[config.mk]
export PLATFORM = sky130hd
export DESIGN_NAME = norm_cdf_pair
export DESIGN_NICKNAME = d
export VERILOG_FILES = /design/src/rtl/norm_cdf_pair.sv
export SDC_FILE = /design/constraint.sdc
export NUM_CORES = 1
export LEC_CHECK = 0
export CORE_ASPECT_RATIO = 1.1
export CORE_MARGIN = 8
export CORE_UTILIZATION = 61
export CTS_BUF_LIST = sky130_fd_sc_hd__clkbuf_8 sky130_fd_sc_hd__clkbuf_16
export DETAILED_ROUTE_END_ITERATION = 7
export GPL_ROUTABILITY_DRIVEN = 0
export MAX_ROUTING_LAYER = met4
export PLACE_DENSITY = 0.84
export SLEW_MARGIN = 0
export SYNTH_ARGS = -nofsm -noshare
export SYNTH_HDL_FRONTEND = slang
export SYNTH_SLANG_ARGS = --single-unit
[constraint.sdc]
create_clock -name clk -period 12.2 [get_ports clk]
set_clock_uncertainty 0.2 [all_clocks]
set_input_delay 1.83 -clock clk [delete_from_list [all_inputs] [get_ports clk]]
set_output_delay 1.83 -clock clk [all_outputs]
set_load 0.1 [all_outputs]
[src/rtl/norm_cdf_pair.sv]
// Paired standard-normal CDF evaluator: N(d1) and N(d2) in Q16.16.
// Each operand uses a 33-entry Phi table at a 0.25 step and linear interpolation.
module norm_cdf_pair #(
  parameter int WIDTH = 32,
  parameter int FBITS = 16
) (
  input  logic             clk,
  input  logic             reset,
  input  logic             start,
  input  logic [WIDTH-1:0] d1,
  input  logic [WIDTH-1:0] d2,
  output logic [WIDTH-1:0] nd1,
  output logic [WIDTH-1:0] nd2,
  output logic             valid,
  output logic             busy
);

  typedef enum logic [2:0] {IDLE, ABS, LUT, MUL, ADD, DONE} state_t;

  // A table step of 0.25 puts the index at bit FBITS-2 of the magnitude.
  localparam int IW = FBITS - 2;
  localparam logic signed [WIDTH-1:0] ONE     = WIDTH'(1) <<< FBITS;
  localparam logic signed [WIDTH-1:0] SAT_POS = WIDTH'(8) <<< FBITS;
  localparam logic signed [WIDTH-1:0] SAT_NEG = -SAT_POS;

  function automatic logic [16:0] t_rom(input logic [5:0] i);
    case (i)
      6'd0:    t_rom = 17'd32768;
      6'd1:    t_rom = 17'd39237;
      6'd2:    t_rom = 17'd45316;
      6'd3:    t_rom = 17'd50684;
      6'd4:    t_rom = 17'd55138;
      6'd5:    t_rom = 17'd58612;
      6'd6:    t_rom = 17'd61158;
      6'd7:    t_rom = 17'd62911;
      6'd8:    t_rom = 17'd64045;
      6'd9:    t_rom = 17'd64735;
      6'd10:   t_rom = 17'd65129;
      6'd11:   t_rom = 17'd65341;
      6'd12:   t_rom = 17'd65448;
      6'd13:   t_rom = 17'd65498;
      6'd14:   t_rom = 17'd65521;
      6'd15:   t_rom = 17'd65530;
      6'd16:   t_rom = 17'd65534;
      6'd17:   t_rom = 17'd65535;
      default: t_rom = 17'd65536;  // entries 18..32 all round to 1.0
    endcase
  endfunction

  state_t state_q, state_d;
  logic go_q, go_d, pass_q, pass_d, neg_q, neg_d, sat_q, sat_d, valid_q, valid_d;
  logic signed [WIDTH-1:0] x1_q, x1_d, x2_q, x2_d, p_q, p_d;
  logic signed [WIDTH-1:0] r0_q, r0_d, r1_q, r1_d, nd1_q, nd1_d, nd2_q, nd2_d;
  logic [FBITS+2:0] a_q, a_d;
  logic [16:0]      y0_q, y0_d, y1_q, y1_d;
  logic [IW-1:0]    frac_q, frac_d;

  logic signed [WIDTH-1:0] x_cur, diff, prod, y_sum, res;
  logic [4:0] idx;
  logic       accept;

  // go_q covers the cycle between acceptance and ABS so a second start is ignored.
  assign accept = start && (state_q == IDLE) && !go_q;

  always_ff @(posedge clk) begin
    // NOTE: registers use non-blocking assignments so every flop samples pre-edge values.
    if (!reset) begin
      state_q <= IDLE;
      go_q    <= 1'b0;
      pass_q  <= 1'b0;
      neg_q   <= 1'b0;
      sat_q   <= 1'b0;
      valid_q <= 1'b0;
      x1_q    <= '0;
      x2_q    <= '0;
      a_q     <= '0;
      y0_q    <= '0;
      y1_q    <= '0;
      frac_q  <= '0;
      p_q     <= '0;
      r0_q    <= '0;
      r1_q    <= '0;
      nd1_q   <= '0;
      nd2_q   <= '0;
    end else begin
      state_q <= state_d;
      go_q    <= go_d;
      pass_q  <= pass_d;
      neg_q   <= neg_d;
      sat_q   <= sat_d;
      valid_q <= valid_d;
      x1_q    <= x1_d;
      x2_q    <= x2_d;
      a_q     <= a_d;
      y0_q    <= y0_d;
      y1_q    <= y1_d;
      frac_q  <= frac_d;
      p_q     <= p_d;
      r0_q    <= r0_d;
      r1_q    <= r1_d;
      nd1_q   <= nd1_d;
      nd2_q   <= nd2_d;
    end
  end

  always_comb begin
    state_d = state_q;
    case (state_q)
      IDLE:    if (go_q) state_d = ABS;
      ABS:     state_d = LUT;
      LUT:     state_d = MUL;
      MUL:     state_d = ADD;
      ADD:     state_d = pass_q ? DONE : ABS;
      DONE:    state_d = IDLE;
      default: state_d = IDLE;
    endcase
  end

  always_comb begin
    // NOTE: every target gets a default first, so no path can infer a latch.
    go_d    = accept;
    pass_d  = pass_q;
    neg_d   = neg_q;
    sat_d   = sat_q;
    valid_d = 1'b0;
    x1_d    = x1_q;
    x2_d    = x2_q;
    a_d     = a_q;
    y0_d    = y0_q;
    y1_d    = y1_q;
    frac_d  = frac_q;
    p_d     = p_q;
    r0_d    = r0_q;
    r1_d    = r1_q;
    nd1_d   = nd1_q;
    nd2_d   = nd2_q;

    x_cur = pass_q ? x2_q : x1_q;
    idx   = a_q[FBITS+2:IW];
    diff  = WIDTH'(y1_q) - WIDTH'(y0_q);
    prod  = diff * $signed(WIDTH'(frac_q));
    y_sum = sat_q ? ONE : WIDTH'(y0_q) + p_q;
    res   = neg_q ? ONE - y_sum : y_sum;

    if (accept) begin
      x1_d = d1;
      x2_d = d2;
    end

    case (state_q)
      ABS: begin
        // Saturation is decided on signed x; only the in-range low bits need negating.
        neg_d = x_cur[WIDTH-1];
        sat_d = (x_cur >= SAT_POS) || (x_cur <= SAT_NEG);
        a_d   = x_cur[WIDTH-1] ? -x_cur[FBITS+2:0] : x_cur[FBITS+2:0];
      end
      LUT: begin
        y0_d   = t_rom({1'b0, idx});
        y1_d   = t_rom({1'b0, idx} + 6'd1);
        frac_d = a_q[IW-1:0];
      end
      MUL: p_d = prod >>> IW;
      ADD: begin
        if (pass_q) r1_d = res;
        else        r0_d = res;
        pass_d = ~pass_q;
      end
      DONE: begin
        nd1_d   = r0_q;
        nd2_d   = r1_q;
        valid_d = 1'b1;
      end
      default: ;
    endcase
  end

  assign nd1   = nd1_q;
  assign nd2   = nd2_q;
  assign valid = valid_q;
  assign busy  = go_q || (state_q != IDLE) || valid_q;

endmodule

== Yosys cells after proc, flatten, opt, wreduce, memory -nomap -nowiden ==
Memories as Yosys holds them, arrays and structs flattened. A register that Yosys moved wholly into a read port is not among the register bits.
Cells that the tools add are included.
Word-level totals
  register bits after elaboration: 268
  bits in latches: 0
  memory bits (writable): 0
  bits in read-only memories: 1088
  input bits: 67
  output and inout port bits: 66
  logic and storage cells: 53
  memories kept: 2
Memories
  (name not given): depth 32, bits a word 17, read ports 1, clocked after Yosys merged registers in 1, wr ports 0, RTL line 27  | case (i)
  (name not given): depth 32, bits a word 17, read ports 1, clocked after Yosys merged registers in 0, wr ports 0, RTL line 27
Operators by class
  add/subtract/negate cells: 5
  multiply operators: 1
  div/mod/pow operators: 0
  magnitude comparators: 2
  equal/unequal tests: 6
  shift-type cells: 0
  mux-type cells: 9
  bitwise logic cells: 1
  reductions and logical operators: 11
Operator list (count)
  32-bit 2-to-1 mux: 3
  32-bit by 21-bit >= comparator with 1-bit output, second input constant: 1
  32-bit by 20-bit less-or-equal comparator with 1-bit output, second input constant: 1
  18-bit by 15-bit multiplier with 32-bit output: 1
  18-bit by 32-bit subtractor with 32-bit output, first input constant: 1
  18-bit by 18-bit adder with 19-bit output: 1
  19-bit 2-to-1 mux: 1
  19-bit negator: 1
  17-bit by 17-bit subtractor with 18-bit output: 1
  17-bit 2-to-1 mux: 1
  3-bit one-hot mux with 5 select lines: 1
  5-bit by 1-bit adder with 6-bit output, second input constant: 1
  3-bit by 2-bit == test with 1-bit output, second input constant: 2
  3-bit == test, second input constant: 2
  3-bit 2-to-1 mux: 2
  2-bit AND reduction: 2
  3-bit by 1-bit == test with 1-bit output, second input constant: 1
  3-bit zero test: 1
  1-bit logical OR: 3
  3-bit nonzero test: 1
  1-bit logical AND: 2
  1-bit zero test: 2
  2-bit inequality test, second input constant: 1
  1-bit 2-to-1 mux: 1
  1-bit NOT: 1

== Logic depth before layout (Yosys ltp) ==
  depth in word-level cells: 4
  mapped depth: 33
  mapped depth without buffers: 33

== Least setup slack after synthesis ==
Ideal clock, no wire load.
  kind: flip-flop to flip-flop
  start: register y0_q[1]
  end: register p_q[16]
  setup time: 122 ps
  data arrival time: 7971 ps
  data required time: 11878 ps
  path slack: 3907 ps
  cell stages (with the launch flop): 33
  buffers on the path: 1
  clock period less this slack: 8293 ps
  cells stage by stage: dfxtp_1 inv_1 ha_1 nor2b_1 o21a_1 o21ai_2 a211oi_1 o31a_1 o31a_1 o21a_1 or3_1 clkbuf_1 and3_1 fa_1 inv_1 fa_1 inv_1 fa_1 fa_1 fa_1 inv_1 fa_1 inv_1 ha_1 a21o_1 a21o_1 a21oi_1 o21ai_0 a221oi_1 a21oi_1 o41ai_1 xor2_1 o21ai_0
On the way
  word-level cells in the longest chain between the ends: 2
RTL lines
  start: declaration: RTL line 55  | logic [16:0] y0_q, y0_d, y1_q, y1_d;
  17-bit by 17-bit subtractor with 18-bit output: RTL line 140  | diff = WIDTH'(y1_q) - WIDTH'(y0_q);
  18-bit by 15-bit multiplier with 32-bit output: RTL line 141  | prod = diff * $signed(WIDTH'(frac_q));
  end signal: assignment: RTL line 98  | p_q <= p_d;
  end: declaration: RTL line 52  | logic signed [WIDTH-1:0] x1_q, x1_d, x2_q, x2_d, p_q, p_d;
Every way passes these cells.
A chain may end at the register's enable or synchronous reset.

== Final worst setup path ==
  start: register y1_q[0]
  end: register p_q[16]
On the way
  word-level cells in the longest chain between the ends: 2
RTL lines
  start: declaration: RTL line 55
  start signal: assignment: RTL line 96  | y1_q <= y1_d;
  17-bit by 17-bit subtractor with 18-bit output: RTL line 140
  18-bit by 15-bit multiplier with 32-bit output: RTL line 141
Every way passes these cells.

==> results.txt <==
hold_sp: r0_q[14]
relative slew slack: 13.4%
hpwl dp: 44.2 mm
Post-CTS Resized: 0
largest family of logic cells by synthesized area: adder cells
total global-route track usage: 27.6%
sw frac: 38.0%
mux contribution to synthesized area: 1.24%
PD cells: 109 mW/mm2
CTS Buf Count: 27
VDD IR max: 0.130 mV
synth-to-layout area growth: 10.7%
status: complete, no violations
post-synthesis register bit count: 285
hold slack: 250 ps
drt wl/cell: 18.0 um
grt total ovfl: 0
DR iter-0 viols: 1,717
CP max stage cell: nor3_2
busiest layer in global routing: met2
final core utilization: 68.3%
type of the tightest min-delay check: reg -> reg
CP startpoint: y1_q[0]
EDFF count, synth: 0
reg2reg start: y1_q[0]
Compound-Gate Fraction of Synth Area: 15.9%
fmax: 102 MHz
Sequential Power Share: 36.6%
syn nets: 3,212
Clock power frac: 30.5%
worst skew pair latency: 560 ps
Netlist cell types: 83
met2 Resource Use GR: 46.5%
antenna viol nets, final: 0
clock transition at the registers of the reported paths: 70 ps
internal power: 1.71 mW
Yosys top cell by area: dfxtp_1
CTS tree: yes
XOR/XNOR Fraction of Synth Area: 2.22%
FFs w/ async S/R, synth: 0%
crit path max fanout: 16
I/O pins: 133
syn_area_per_cell: 8.20 um2
FP Rows: 74
NetSw: 1.05 mW
Worst setup SP type: flip-flop
Diodes inserted: 0
Adder-Cell Fraction of Synth Area: 27.4%
max-slew violation count: 0
family with the most delay on the worst path: adder cells
Vert. Die Dim: 219 um
cell area after synthesis: 0.0229 mm2
Core Area: 0.0370 mm2
DR vias/cell: 6.03
Simple-Gate Fraction of Synth Area: 20.8%
Max Cap Viol: 0
Hold Vio Cnt, Final: 0
P_leak: 10.8 nW
met1 Usage GRT: 33.5%
DRC viols: 0
cell repeated most along the worst path: fa_1
crit end category: flip-flop
fraction of layout cells with a size suffix above 1: 4.29%
CTS H-Tree Depth: 1
most frequent cells in the layout: 526 x nand2_1, 289 x a21oi_1, 284 x dfxtp_1, 273 x inv_1, 239 x fa_1
worst path buffer plus inverter count: 5
Synth area leaders: dfxtp_1 25%, fa_1 21%, nand2_1 8.7%
Hold-fix buffers, CTS: 0
vias in the first global route: 20,600
most used flip-flop cell after synthesis: dfxtp_1
count of final setup violators: 0
Logic pwr share: 32.9%
Root Buffer: clkbuf_16
sequential cell area fraction in the yosys report: 25.0%
post-synth top area share: 25.0%
final wirelength: 59.6 mm
critical path arrival: 10,050 ps
minimum clock period: 9830 ps
Die ar.: 0.0439 mm2
Critical Path RT: 12,430 ps
RSZ-0062 raised after global routing: no
Setup CP Type: reg -> reg
commonest non-fill, non-tap cell in the layout: nand2_1
max incr delay on CP: 850 ps
setup TNS: 0 ps
Mapped Cells: 2,787
final period utilization: 80.5%
met3 Resource Use GR: 4.01%
Slew @ Worst Pin: 1290 ps
synth warn: 0
Setup Buffers After CTS: 0
chip width: 201 um
initial antenna violation count: 0
clock sink total: 285
largest net degree at the start of global routing: 130
global-route wire length before repair: 99.8 mm
I/O Buffers: 132
drt pass-1 iters: 6
initial core utilization: 61.7%
via count: 20,000
Clock Tree Buf Depth: 3
Final nets: 3,229
area by class of cell:
cell class              instances  area (um2)
repair buffers                165        1570
inverters                     273        1030
multi-input cells            2052       15500
clock buffers                  34         772
clock inverters                13         126
fillers                      2852       11700
flip-flops and latches        285        5710
well taps                     494         618
state kept, by name, indices dropped and copies added (netlist names):
| register | cells |
|---|---|
| pass_q | 1 |
| x1_q | 32 |
| valid | 1 |
| go_q | 1 |
| frac_q | 14 |
| nd1 | 32 |
| neg_q | 1 |
| state_q | 3 |
| y0_q | 17 |
| sat_q | 1 |
| x2_q | 32 |
| r1_q | 32 |
| nd2 | 32 |
| r0_q | 32 |
| p_q | 18 |
| y1_q | 17 |
| a_q | 19 |
path summary, 6_finish.rpt:
kind	to	cells past startpoint	slack (ps)
max	p_q[16]	32	2370
min	nd1[14]	2	250
max reg2reg	p_q[16]	32	2370
min reg2reg	nd1[14]	2	250
worst reg2reg max path: cells and delay by family (launching register included):
| family | cells | cell delay, ps |
|---|---|---|
| adders and majority gates | 9 | 3880 |
| AOI/OAI and AO/OA | 14 | 3420 |
| and+or+nand+nor | 3 | 1370 |
| DFF | 1 | 330 |
| buffers and inverters | 5 | 310 |
| xor gates and xnor gates | 1 | 170 |
cells by family after synthesis:
group	Yosys count
XOR/XNOR	58
flip-flops	285
multiplexers	27
buffers and inverters	450
AND/OR/NAND/NOR	1022
adder cells (fa/ha/maj)	358
AO/OA/AOI/OAI	587
cells in the mapped netlist (35+ instances only):
master / count
fa_1: 239
nand3_1: 59
a21oi_1: 289
nor2b_1: 39
dfxtp_1: 285
a211oi_1: 41
ha_1: 119
clkbuf_1: 154
inv_1: 270
nand2_1: 527
nor3_1: 35
xnor2_1: 39
nor2_1: 128
o21ai_0: 78
and2_1: 94
stage by stage:
stage | instances | area, um2 | total power [mW] | setup slack (ps)
finish | 3316 | 25300 | 2.75 | 2370
global route | 3316 | 25300 | 2.87 | 1720
CTS | 3316 | 25300 | 2.74 | 2490
detailed placement | 3269 | 24400 | 1.90 | 2510
global placement | 3269 | 24400 | 1.87 | 2800
floorplan | 2787 | 22900 | 1.60 | 3910
power by group through the flow:
stage	Combinational (mW)	Sequential, mW	Clock (mW)
finish	0.906	1.01	0.840
floorplan	0.586	1.01	0
global route	0.971	1.01	0.891
detailed placement	0.875	1.03	0
global placement	0.847	1.02	0
CTS	0.879	1.01	0.853
layer usage:
layer | wire [um] | part of all wire (%)
met4 | 2320 | 3.9
met5 | 0 | 0
met1 | 23700 | 40
met3 | 4540 | 7.6
met2 | 29000 | 49
Note: power is estimated with default switching activity, not from simulation.
